==> src/rtl/controlador_pkg.sv <==
// Shared types and defaults for the pattern-detector scheduler.
package controlador_pkg;

  typedef enum logic [1:0] {
    IDLE  = 2'd0,
    CLEAR = 2'd1,
    SHIFT = 2'd2,
    RESP  = 2'd3
  } state_t;

  localparam int DEF_N_REQ   = 4;
  localparam int DEF_W       = 8;
  localparam int DEF_DET_LAT = 1;

  // Smallest r with 2**r >= v; usable in parameter expressions.
  function automatic int clog2(input int v);
    int r;
    r = 0;
    while ((1 << r) < v) r++;
    return r;
  endfunction

endpackage

==> src/rtl/controlador_detecta_padrao_rr_arbitro.sv <==
// Combinational round-robin picker: first asserted request at or after ptr, wrapping.
module rr_arbitro
  import controlador_pkg::*;
#(
  parameter int N_REQ = DEF_N_REQ,
  parameter int IDW   = clog2(N_REQ)
) (
  input  logic [N_REQ-1:0] req,
  input  logic [IDW-1:0]   ptr,
  output logic [N_REQ-1:0] grant,
  output logic [IDW-1:0]   idx,
  output logic             any
);

  // Explicit wrap so non-power-of-two N_REQ never lands on an unused index.
  function automatic logic [IDW-1:0] wrap_add(input logic [IDW-1:0] base, input int k);
    int s;
    s = int'(base) + k;
    if (s >= N_REQ) s = s - N_REQ;
    return IDW'(s);
  endfunction

  logic [IDW-1:0] cand;

  always_comb begin
    grant = '0;
    idx   = '0;
    any   = 1'b0;
    cand  = '0;
    for (int k = 0; k < N_REQ; k++) begin
      cand = wrap_add(ptr, k);
      if (!any && req[cand]) begin
        any         = 1'b1;
        grant[cand] = 1'b1;
        idx         = cand;
      end
    end
  end

endmodule

==> src/rtl/controlador_detecta_padrao.sv <==
// Shares one serial pattern detector among N_REQ requesters: arbitrate, clear,
// shift the word MSB-first, count matches, return {id, count}.
module controlador_detecta_padrao
  import controlador_pkg::*;
#(
  parameter int N_REQ   = DEF_N_REQ,
  parameter int W       = DEF_W,
  parameter int DET_LAT = DEF_DET_LAT,
  parameter int IDW     = clog2(N_REQ),
  parameter int CW      = clog2(W + 1)
) (
  input  logic               clk,
  input  logic               reset,
  input  logic [N_REQ-1:0]   req_valid,
  input  logic [N_REQ*W-1:0] req_data,
  output logic [N_REQ-1:0]   req_ready,
  output logic               det_x,
  output logic               det_rst,
  input  logic               det_match,
  output logic               rsp_valid,
  input  logic               rsp_ready,
  output logic [IDW-1:0]     rsp_id,
  output logic [CW-1:0]      rsp_count,
  output logic               busy
);

  localparam int             SHIFT_LEN = W + DET_LAT;
  localparam int             SW        = clog2(SHIFT_LEN);
  localparam logic [SW-1:0]  CNT_LAST  = SW'(SHIFT_LEN - 1);
  localparam logic [SW-1:0]  CNT_W     = SW'(W);
  localparam logic [SW-1:0]  CNT_LAT   = SW'(DET_LAT);
  localparam logic [IDW-1:0] ID_LAST   = IDW'(N_REQ - 1);

  state_t           state, state_nxt;
  logic [IDW-1:0]   ptr, id, g_idx;
  logic [N_REQ-1:0] g_onehot;
  logic             g_any, take;
  logic [W-1:0]     word, sel_word;
  logic [SW-1:0]    cnt;
  logic [CW-1:0]    count;

  rr_arbitro #(
    .N_REQ (N_REQ),
    .IDW   (IDW)
  ) u_arb (
    .req   (req_valid),
    .ptr   (ptr),
    .grant (g_onehot),
    .idx   (g_idx),
    .any   (g_any)
  );

  always_comb begin
    sel_word = '0;
    for (int i = 0; i < N_REQ; i++) begin
      if (g_idx == IDW'(i)) sel_word = req_data[i*W +: W];
    end
  end

  // NOTE: every output of a combinational block gets a default first, so no
  // path through the case can leave a signal unassigned and infer a latch.
  always_comb begin
    state_nxt = state;
    req_ready = '0;
    det_rst   = 1'b0;
    det_x     = 1'b0;
    rsp_valid = 1'b0;
    busy      = 1'b1;
    take      = 1'b0;
    case (state)
      IDLE: begin
        busy = 1'b0;
        // Gated by reset so no handshake completes in a cycle that reset discards.
        if (reset && g_any) begin
          take      = 1'b1;
          req_ready = g_onehot;
          state_nxt = CLEAR;
        end
      end
      CLEAR: begin
        det_rst   = 1'b1;
        state_nxt = SHIFT;
      end
      SHIFT: begin
        det_x = (cnt < CNT_W) ? word[W-1] : 1'b0;
        if (cnt == CNT_LAST) state_nxt = RESP;
      end
      RESP: begin
        rsp_valid = 1'b1;
        if (rsp_ready) state_nxt = IDLE;
      end
      default: state_nxt = IDLE;
    endcase
  end

  // NOTE: state registers use non-blocking assignments so every flop samples
  // pre-edge values regardless of statement order.
  always_ff @(posedge clk) begin
    if (!reset) state <= IDLE;
    else        state <= state_nxt;
  end

  always_ff @(posedge clk) begin
    if (!reset) begin
      ptr   <= '0;
      id    <= '0;
      word  <= '0;
      cnt   <= '0;
      count <= '0;
    end else begin
      if (take) begin
        word <= sel_word;
        id   <= g_idx;
        ptr  <= (g_idx == ID_LAST) ? '0 : g_idx + 1'b1;
      end
      if (state == CLEAR) begin
        cnt   <= '0;
        count <= '0;
      end
      if (state == SHIFT) begin
        cnt  <= cnt + 1'b1;
        // Shifting left keeps the next bit to send in word[W-1].
        word <= {word[W-2:0], 1'b0};
        // The first DET_LAT cycles still show results from before the clear.
        if (det_match && cnt >= CNT_LAT) count <= count + 1'b1;
      end
    end
  end

  assign rsp_id    = id;
  assign rsp_count = count;

endmodule

==> config.mk <==
export PLATFORM = sky130hd
export DESIGN_NAME = controlador_detecta_padrao
export DESIGN_NICKNAME = d
export VERILOG_FILES = /design/src/rtl/controlador_pkg.sv /design/src/rtl/controlador_detecta_padrao_rr_arbitro.sv /design/src/rtl/controlador_detecta_padrao.sv
export SDC_FILE = /design/constraint.sdc
export NUM_CORES = 1
export LEC_CHECK = 0
export ABC_CLOCK_PERIOD_IN_PS = 4400
export CORE_MARGIN = 5
export CORE_UTILIZATION = 49
export CTS_CLUSTER_SIZE = 12
export DETAILED_ROUTE_END_ITERATION = 6
export GPL_TIMING_DRIVEN = 0
export MAX_ROUTING_LAYER = met4
export PLACE_DENSITY_LB_ADDON = 0.15
export SLEW_MARGIN = 30
export SYNTH_ARGS = -nofsm -noshare
export SYNTH_HDL_FRONTEND = slang
export SYNTH_SLANG_ARGS = --single-unit
==> constraint.sdc <==
create_clock -name clk -period 4.4 [get_ports clk]
set_clock_uncertainty 0.15 [all_clocks]
set_input_delay 0.88 -clock clk [delete_from_list [all_inputs] [get_ports clk]]
set_output_delay 0.88 -clock clk [all_outputs]
set_load 0.01 [all_outputs]
# After elaboration in Yosys (flattened, before gate mapping)
# Index checks and enable logic that the tools add are counted.
dict set report totals {
  ff_bits 22
  latch_bits 0
  mem_bits_rw 0
  rom_bits 0
  in_bits 40
  word_cells 120
  memories 0
}
dict set report classes {
  addsub 10
  n_mul 0
  div 0
  magnitude_cmp 14
  n_eq_ne 10
  n_shift 0
  muxes 57
  bitwise 4
  n_reduce_logical 18
}
# op n
set op_table {}
lappend op_table {{$mux W8} 6}
lappend op_table {{$mux W4} 11}
lappend op_table {{$mux W2} 12}
lappend op_table {{$mux W1} 19}
lappend op_table {{$lt A2 B3 Y1 const B} 4}
lappend op_table {{$or A4 B4 Y4} 3}
lappend op_table {{$ge A3 B3 Y1 const B} 3}
lappend op_table {{$logic_and A1 B1 Y1} 9}
lappend op_table {{$add A4 B1 Y4 const B} 2}
lappend op_table {{$bmux W1 S2} 4}
lappend op_table {{$demux W1 S2} 4}
lappend op_table {{$eq A2 B2 Y1 const B} 4}
lappend op_table {{$ge A2 B1 Y1 const B} 4}
lappend op_table {{$pmux W2 S4} 1}
lappend op_table {{$sub A2 B1 Y2 const B} 4}
lappend op_table {{$add A2 B2 Y3 const B} 2}
lappend op_table {{$ne A2 B2 Y1 const B} 3}
lappend op_table {{$eq A2 B1 Y1 const B} 2}
lappend op_table {{$eq A4 B4 Y1 const B} 1}
lappend op_table {{$ge A4 B1 Y1 const B} 1}
lappend op_table {{$logic_not A2 Y1} 2}
lappend op_table {{$lt A4 B4 Y1 const B} 1}
lappend op_table {{$reduce_bool A2 Y1} 2}
lappend op_table {{$add A2 B1 Y3 const B} 1}
lappend op_table {{6 further kinds} 8}

# Depth between registers and ports, before layout
# Gate-level depths: netlist (run 1).
dict set report logic_depth {
  ltp_word 21
  ltp_mapped 17
  depth_no_buf 13
}

# Modules after synthesis
# From an unflattened synthesis (run 1), not the netlist that was laid out.
dict set report hier_totals {
  cells_unflattened 225
  hier_area_um2 1939.4
}
# mod instances cells_each area_per_inst_um2 seq_area_each_um2
set modules_own_cells {}
lappend modules_own_cells {controlador_detecta_padrao 1 180 1520.2 440.4}
lappend modules_own_cells {rr_arbitro 1 45 419.2 0.0}

# Least setup slack after synthesis (run 1)
# No wires, ideal clock.
dict set report synth_path {
  kind {register to register}
  from {register ptr[0]}
  to {register word[0]}
  arrival_ps 3485
  required_ps 4190
  slack_ps 705
  stages_incl_launch_ff 18
  path_buffers 4
  synth_period_minus_slack_ps 3695
  cell_sequence {dfxtp_1 -> buf_6 -> buf_2 -> inv_2 -> ha_1 -> buf_2 -> mux2_1 -> or3_1 -> a31oi_1 -> nor3_1 -> a21o_1 -> ha_1 -> clkbuf_1 -> nand3b_1 -> a21oi_1 -> a21oi_1 -> o21ai_0 -> o2111a_1}
}
dict set report synth_via {
  elab_chain_cells 19
}
# element line
set synth_rtl {}
lappend synth_rtl {{from (decl)} controlador_detecta_padrao.sv:35} ;# logic [IDW-1:0] ptr, id, g_idx;
lappend synth_rtl {{from (signal assigned)} controlador_detecta_padrao.sv:114} ;# ptr <= (g_idx == ID_LAST) ? '0 : g_idx + 1'b1;
lappend synth_rtl {{branches (longest 19 deep; another with $add A2 B1 Y3)} n/a}
lappend synth_rtl {{to (signal assigned)} controlador_detecta_padrao.sv:112} ;# word <= sel_word;
lappend synth_rtl {{to (signal assigned)} controlador_detecta_padrao.sv:123} ;# word <= {word[W-2:0], 1'b0};
lappend synth_rtl {{to (decl)} controlador_detecta_padrao.sv:38} ;# logic [W-1:0] word, sel_word;
# Parallel ways; which one is timed is not known. The select of a mux whose other input is x is not followed.
# A chain may end at the register's enable or synchronous reset.

# Worst setup path after layout (run 1)
dict set report layout_path {
  from {register ptr[1]}
  to {register word[5]}
}
dict set report layout_via {
  elab_chain_cells 21
}
# element line
set layout_rtl {}
lappend layout_rtl {{branches (longest 13 deep; another with $add A2 B1 Y3)} n/a}
lappend layout_rtl {{$mux W2 (*)} controlador_detecta_padrao_rr_arbitro.sv:32} ;# if (!any && req[cand]) begin
lappend layout_rtl {{named net g_idx[1]} controlador_detecta_padrao.sv:35}
lappend layout_rtl {{$logic_not A2 Y1} controlador_detecta_padrao.sv:56} ;# if (g_idx == IDW'(i)) sel_word = req_data[i*W +: W];
lappend layout_rtl {{$mux W8 (3 in series)} controlador_detecta_padrao.sv:56}
lappend layout_rtl {{$mux W8 (*)} controlador_detecta_padrao.sv:56}
lappend layout_rtl {{$mux W8 (*)} controlador_detecta_padrao.sv:111} ;# if (take) begin
lappend layout_rtl {{$mux W8 (*)} controlador_detecta_padrao.sv:120} ;# if (state == SHIFT) begin
# Mark *: on every way through the listed nets, which the timed path passes. The select of a mux whose other input is x is not followed.

==> key figures, run 1 <==
Run status
  • Status: completed

Power
  • Leakage: 1.12 nW
  • PwrDens: 532 nW/um^2
  • VDD IR max: 296 uV

Critical path
  • Peak fanout along the critical path: 10
  • Crit path kind: flop to flop
  • CP Cell Sequence: inv_1 -> ha_1 -> buf_2 -> mux2_1 -> or3_1 -> a31oi_1 -> nor3_1 -> a21oi_1 -> ha_1 -> clkbuf_1 -> clkbuf_1 -> nor3_1 -> a21oi_1 -> o21ai_0
  • WP data arrival: 4.02 ns
  • Slowest stage delay, CP: 0.57 ns
  • Worst endpoint required time: 4.40 ns
  • Crit. End Element: flop
  • Worst Setup Start Kind: flop
  • CP max-delay cell: dfxtp_1

Cells and area
  • N_diodes: 0
  • Layout net count: 375
  • Layout cells sized above 1: 6.37%
  • Area grow syn2layout: 33.6%
  • Design area: 2700 um^2
  • # fillers: 359

Floorplanning
  • DIE HEIGHT: 74.3 um
  • Chip width: 74.3 um
  • Die ar.: 5520 um^2
  • Top-Level Pins: 54
  • Core area: 4000 um^2
  • Row Count: 23
  • Starting Density: 50.6%

CTS
  • Inserted Clock Buffers: 3
  • Clock Pin Slew Worst Setup and Hold Paths: 0.08 ns
  • Clock root buffer: clkbuf_8
  • Hold buffers post-CTS: 0
  • Clock sinks: 22
  • Worst skew pair latency: 0.26 ns
  • CTS tree: done
  • Clk buf depth: 2
  • Postcts setup bufs: 0
  • H-tree levels: 1

STA
  • Fmax: 0.249 GHz
  • Period utilisation layout: 91.3%
  • Worst rel slew slack: 64.5%
  • Endpoints failing setup: 0
  • RSZ-0062 raised after global routing: false
  • Worst hold margin: 0.336 ns
  • Setup TNS: 0 ns
  • Final Hold Violating Endpoints: 0
  • Pins Over Slew Limit: 0
  • Minimum clock period: 4.02 ns
  • Worst slew pin tran: 0.524 ns

Yosys
  • Post-Syn Area: 2020 um^2
  • Ys Warns: 0
  • Sequential fraction of the synthesis area: 21.8%
  • Post-synthesis register bit count: 22
  • Synthesized Nets: 317
  • Library cells used by synthesis: 49
  • Asr flop ratio synth: 0%
  • Cells after Synth: 257
  • Post-Syn Area per Cell: 7.88 um^2
  • Most common flop cell mapped by yosys: dfxtp_1
  • Number of synthesized flops with an enable pin: 0

Job
  • Max cap viols: 0

Placement
  • I/O Buffers: 53
  • Area after DPL: 2620 um^2
  • Detailed Place HPWL: 3910 um
  • GP Congestion: 0.879

GRT
  • Met2 Resource Use GR: 32.2%
  • Initial antenna violation count: 0
  • Met3 track demand over resource: 1.22%
  • M1 GR Usage: 24.8%
  • Vias in the first global route: 1945
  • First-pass GRT wire length: 8300 um
  • Global route hottest layer: met2
  • Largest net degree at the start of global routing: 14
  • Total GRT Usage: 19.0%
  • GRT overflow: 0

Worst hold path
  • Hold WC Path Type: flop to flop

Routing
  • DR vias: 2078
  • Routed length per instance: 13.9 um
  • Total wire length: 5050 um
  • Antenna viol nets, final: 0
  • Vias/cell: 5.71
  • First DRT Iteration DRCs: 72
  • Detailed Routing Iterations Pass 1: 5
  • Number of remaining DRC errors: 0
==> path summary, 6_finish.rpt <==
check,to,slack [ns],depth (start not counted),start
hold reg to reg,word[3],0.34,2,word[3]
hold / removal,word[3],0.34,2,word[3]
setup reg to reg,word[5],0.38,14,ptr[1]
setup / recovery,word[5],0.38,14,ptr[1]
==> metrics by stage <==
step	power, mW	util (%)	setup WS, ns	std cells
6_report	1.44	67.6	0.382	364
4_1_cts	1.44	67.3	0.0435	364
5_1_grt	1.58	67.6	0.0317	364
2_1_floorplan	0.981	-	0.705	257
3_5_place_dp	1.25	65.4	0.119	360
3_3_place_gp	1.23	65.4	0.157	360
==> cell usage after synthesis (6+ instances only) <==
cell type  instances  area [um^2]
nor2_1            12         45.0
ha_1              20          250
nand2_1           18         67.6
a221oi_1          12          105
and3_1             8         50.1
nand3b_1           6         45.0
a21oi_1           18         90.1
a41oi_1            7         61.3
nor2b_1           19          119
inv_1              8         30.0
dfxtp_1           22          440
nor3_1            11         55.1
o21ai_0           16         80.1
clkbuf_1          13         48.8
nand3_1            6         30.0
==> cells by family (layout without fill, tap and decap cells) <==
family,count (synthesis),count (layout),share of synthesized area [%]
multiplexers,12,12,7.54
adder cells (fa/ha/maj),20,20,12.4
AND/OR/NAND/NOR,94,94,25.6
buffers and inverters,29,86,6.37
AO/OA/AOI/OAI,80,80,26.4
flip-flops,22,22,21.8
==> report_power, final <==
part           internal (mW)  switching (mW)
Combinational          0.431           0.529
Sequential             0.248          0.0399
Clock                  0.122          0.0691
Total                  0.801           0.638
==> flip-flops by register name, indices dropped and copies added (netlist names) <==
register / count
word: 8
cnt: 4
rsp_count: 4
ptr: 2
rsp_id: 2
state: 2
==> final cells by class <==
cell class | instances | area (um^2) | share of cell area [%]
Sequential cell | 22 | 442 | 16.3
Tap cell | 50 | 62.6 | 2.31
Multi-Input combinational cell | 206 | 1460 | 53.8
Timing Repair Buffer | 53 | 541 | 20.0
Inverter | 10 | 37.5 | 1.39
Clock inverter | 1 | 30.0 | 1.11
Clock buffer | 3 | 41.3 | 1.53
Buffer | 19 | 95.1 | 3.52
==> critical path: cells and delay by family, from the launching register on <==
kind	cells	cell delay, ns
AOI/OAI and AO/OA	4	0.63
adders and majority gates	2	0.53
buffers and inverters	4	1.13
DFF	1	0.57
muxes	1	0.35
and+or+nand+nor	3	0.54
==> per-layer routing <==
metal / part of all wire [%] / up-vias
li1: - / 1072
met1: 47 / 947
met2: 47 / 57
met3: 5.3 / 2
met4: 0.63 / 0
met5: 0 / -
==> layout by cell type, fill, tap and decap left out, drive strengths merged, types with 8 or more instances in the layout <==
cell type / count
a221oi: 12
o21ai: 20
clkdlybuf4s50: 49
clkbuf: 17
inv: 9
dfxtp: 22
nor3: 11
and3: 8
nor2: 12
a21oi: 18
ha: 20
nand2: 18
nor2b: 20
==> timing repair <==
| action | in CTS | in global routing |
|---|---|---|
| pin swaps | 0 | 0 |
| endpoints found under the setup margin | 4 | 6 |
| cloned | 0 | 0 |
| gates resized for setup | 1 | 7 |
Note: power is estimated with default switching activity, not from simulation.
==> inputs of run 2 (changes only) <==
- CAP_MARGIN: default -> 30
- GPL_ROUTABILITY_DRIVEN: default -> 0
==> results of run 2 <==
No change in the layout: final DEF, timing and power equal those of run 1.
==> inputs of run 3 (changes only) <==
- GPL_TIMING_DRIVEN: 0 -> default
==> run 3 against run 2 <==
Against the previous run: cell count down 3.3%; critical path depth down 7; cell area down 2.0%; hold slack worse by 0.0020 ns; count of clock-buffer cells in the layout unchanged; register-to-register slack better by 0.33 ns; via count down 1.7%; non-clock buffer count down 12; combinational power about the same; global-route usage down 0.55 points; die area unchanged; sequential cell count unchanged.
==> key figures, run 3 (same netlist as run 1, synthesis figures left out) <==
Critical path
  • Peak fanout along the critical path: 12 (+2)
  • WP data arrival: 3.23 ns (-0.79 ns)
  • Worst Setup Start Kind: input port
  • Worst endpoint required time: 3.37 ns (-1.03 ns)
  • Crit path kind: input port to primary output
  • Crit. End Element: primary output

Floorplanning
  • DIE HEIGHT: 74.3 um (unchanged)
  • Die ar.: 5520 um^2 (unchanged)
  • Row Count: 23 (unchanged)
  • Starting Density: 50.6% (unchanged)
  • Top-Level Pins: 54 (unchanged)
  • Core area: 4000 um^2 (unchanged)
  • Chip width: 74.3 um (unchanged)

Power
  • Power, Total: 1.43 mW (-0.86%)
  • VDD IR max: 267 uV (-9.9%)
  • Leakage: 1.04 nW (-7.2%)
  • PwrDens: 538 nW/um^2 (+1.1%)

STA
  • Setup TNS: 0 ns (unchanged)
  • Period utilisation layout: 96.7% (+5.4 points)
  • Pins Over Slew Limit: 0 (unchanged)
  • Minimum clock period: 4.26 ns (+0.237 ns)
  • Final Hold Violating Endpoints: 0 (unchanged)
  • Worst slew pin tran: 0.528 ns (+0.00381 ns)
  • RSZ-0062 raised after global routing: false
  • Final setup margin: 0.145 ns (-0.237 ns)
  • Worst rel slew slack: 64.3% (-0.26 points)
  • Endpoints failing setup: 0 (unchanged)
  • Fmax: 0.235 GHz (-5.6%)

Routing
  • Vias/cell: 5.80 (+1.7%)
  • DR vias: 2043 (-1.7%)
  • Detailed Routing Iterations Pass 1: 5 (unchanged)
  • First DRT Iteration DRCs: 122 (+69%)
  • Total wire length: 4790 um (-5.2%)
  • Routed length per instance: 13.6 um (-2.0%)
  • Antenna viol nets, final: 0 (unchanged)
  • Number of remaining DRC errors: 0 (unchanged)

GRT
  • Total GRT Usage: 18.4% (-0.55 points)
  • First-pass GRT wire length: 8040 um (-3.2%)
  • Initial antenna violation count: 0 (unchanged)
  • GRT overflow: 0 (unchanged)
  • Largest net degree at the start of global routing: 31 (+17)
  • Vias in the first global route: 1864 (-4.2%)

CTS
  • Clock root buffer: clkbuf_8
  • H-tree levels: 1 (unchanged)
  • Postcts setup bufs: 0 (unchanged)
  • Inserted Clock Buffers: 3 (unchanged)
  • CTS tree: done
  • Worst skew pair latency: 0.27 ns (about the same)
  • CTS resizes: 0 (-1)
  • Hold buffers post-CTS: 0 (unchanged)
  • Clk buf depth: 2 (unchanged)
  • Clock Pin Slew Worst Setup and Hold Paths: 0.08 ns (about the same)
  • Clock sinks: 22 (unchanged)

Cells and area
  • Layout cells sized above 1: 6.29% (-0.078 points)
  • Non-Filler Instances: 352 (-3.3%)
  • Max FFs per register: 8 (unchanged)
  • Area grow syn2layout: 30.9%
  • Leading cell type in the layout, fill and taps excluded: clkdlybuf4s50_1
  • Layout net count: 363 (-3.2%)
  • Design area: 2650 um^2 (-2.0%)
  • Register bank with the most flops: word
  • Commonest cells after routing, fill and taps aside: clkdlybuf4s50_1 (53), dfxtp_1 (22), ha_1 (20)
  • N_diodes: 0 (unchanged)

Placement
  • Dpl cells: 347 (-3.6%)
  • Area after DPL: 2570 um^2 (-1.8%)
  • I/O Buffers: 53 (unchanged)
  • Detailed Place HPWL: 3640 um (-7.1%)
  • Place WS: 0.0986 ns (-0.0209 ns)

Run status
  • Status: completed

Worst hold path
  • Hold WC Path Type: flop to flop

Job
  • Max cap viols: 0 (unchanged)
run 3: cell count changes in the layout (fill, tap and decap cells not counted):
cell and change:
dfxtp_1 +1, clkdlybuf4s50_1 +4, buf_2 -3, clkbuf_2 -1
clkbuf_1 -12, dlymetal6s2s_1 -4, buf_6 -2, dfxtp_2 -1
buf_4 +7, clkbuf_4 -1
run 3: layout make-up:
| type | count | area, um^2 |
|---|---|---|
| repair buffers | 60 | 583 |
| fillers | 365 | 1350 |
| clock inverters | 1 | 30.0 |
| flip-flops and latches | 22 | 440 |
| well taps | 50 | 62.6 |
| inverters | 10 | 37.5 |
| multi-input cells | 206 | 1460 |
| clock buffers | 3 | 41.3 |
run 3: where the power goes:
group          total, mW  switching [mW]  internal (mW)  leakage, nW
sequential         0.274          0.0269          0.247        0.180
combinational      0.961           0.527          0.434        0.822
clock              0.191          0.0695          0.122       0.0357
total               1.43           0.624          0.803         1.04
run 3: routing by layer:
metal | GRT usage (%) | share of wire (%) | vias up
met5 | - | 0 | -
met4 | 4.15 | 1.2 | 0
met3 | 1.62 | 5.9 | 5
met2 | 28.8 | 45 | 59
met1 | 25.8 | 48 | 929
li1 | - | - | 1050
run 3: through the flow:
stage / util [%] / hold slack (ns)
2_1_floorplan: - / 0.304
3_3_place_gp: 64.3 / 0.316
3_5_place_dp: 64.3 / 0.321
4_1_cts: 66.1 / 0.337
5_1_grt: 66.2 / 0.355
6_report: 66.2 / 0.334
run 3: final timing paths:
check / from / end / slack (ns) / depth (start not counted)
setup reg to reg: ptr[0] / word[0] / 0.71 / 13
setup / recovery: req_valid[0] / req_ready[1] / 0.14 / 7
hold / removal: word[3] / word[3] / 0.33 / 2
hold reg to reg: word[3] / word[3] / 0.33 / 2
run 3: critical path, cell delays in order:
cell,delay [ns]
clkdlybuf4s50_1,0.59
nor2_1,0.23
or4bb_1,0.49
a21oi_1,0.19
nor2_1,0.14
o22ai_1,0.14
clkdlybuf4s50_1,0.56
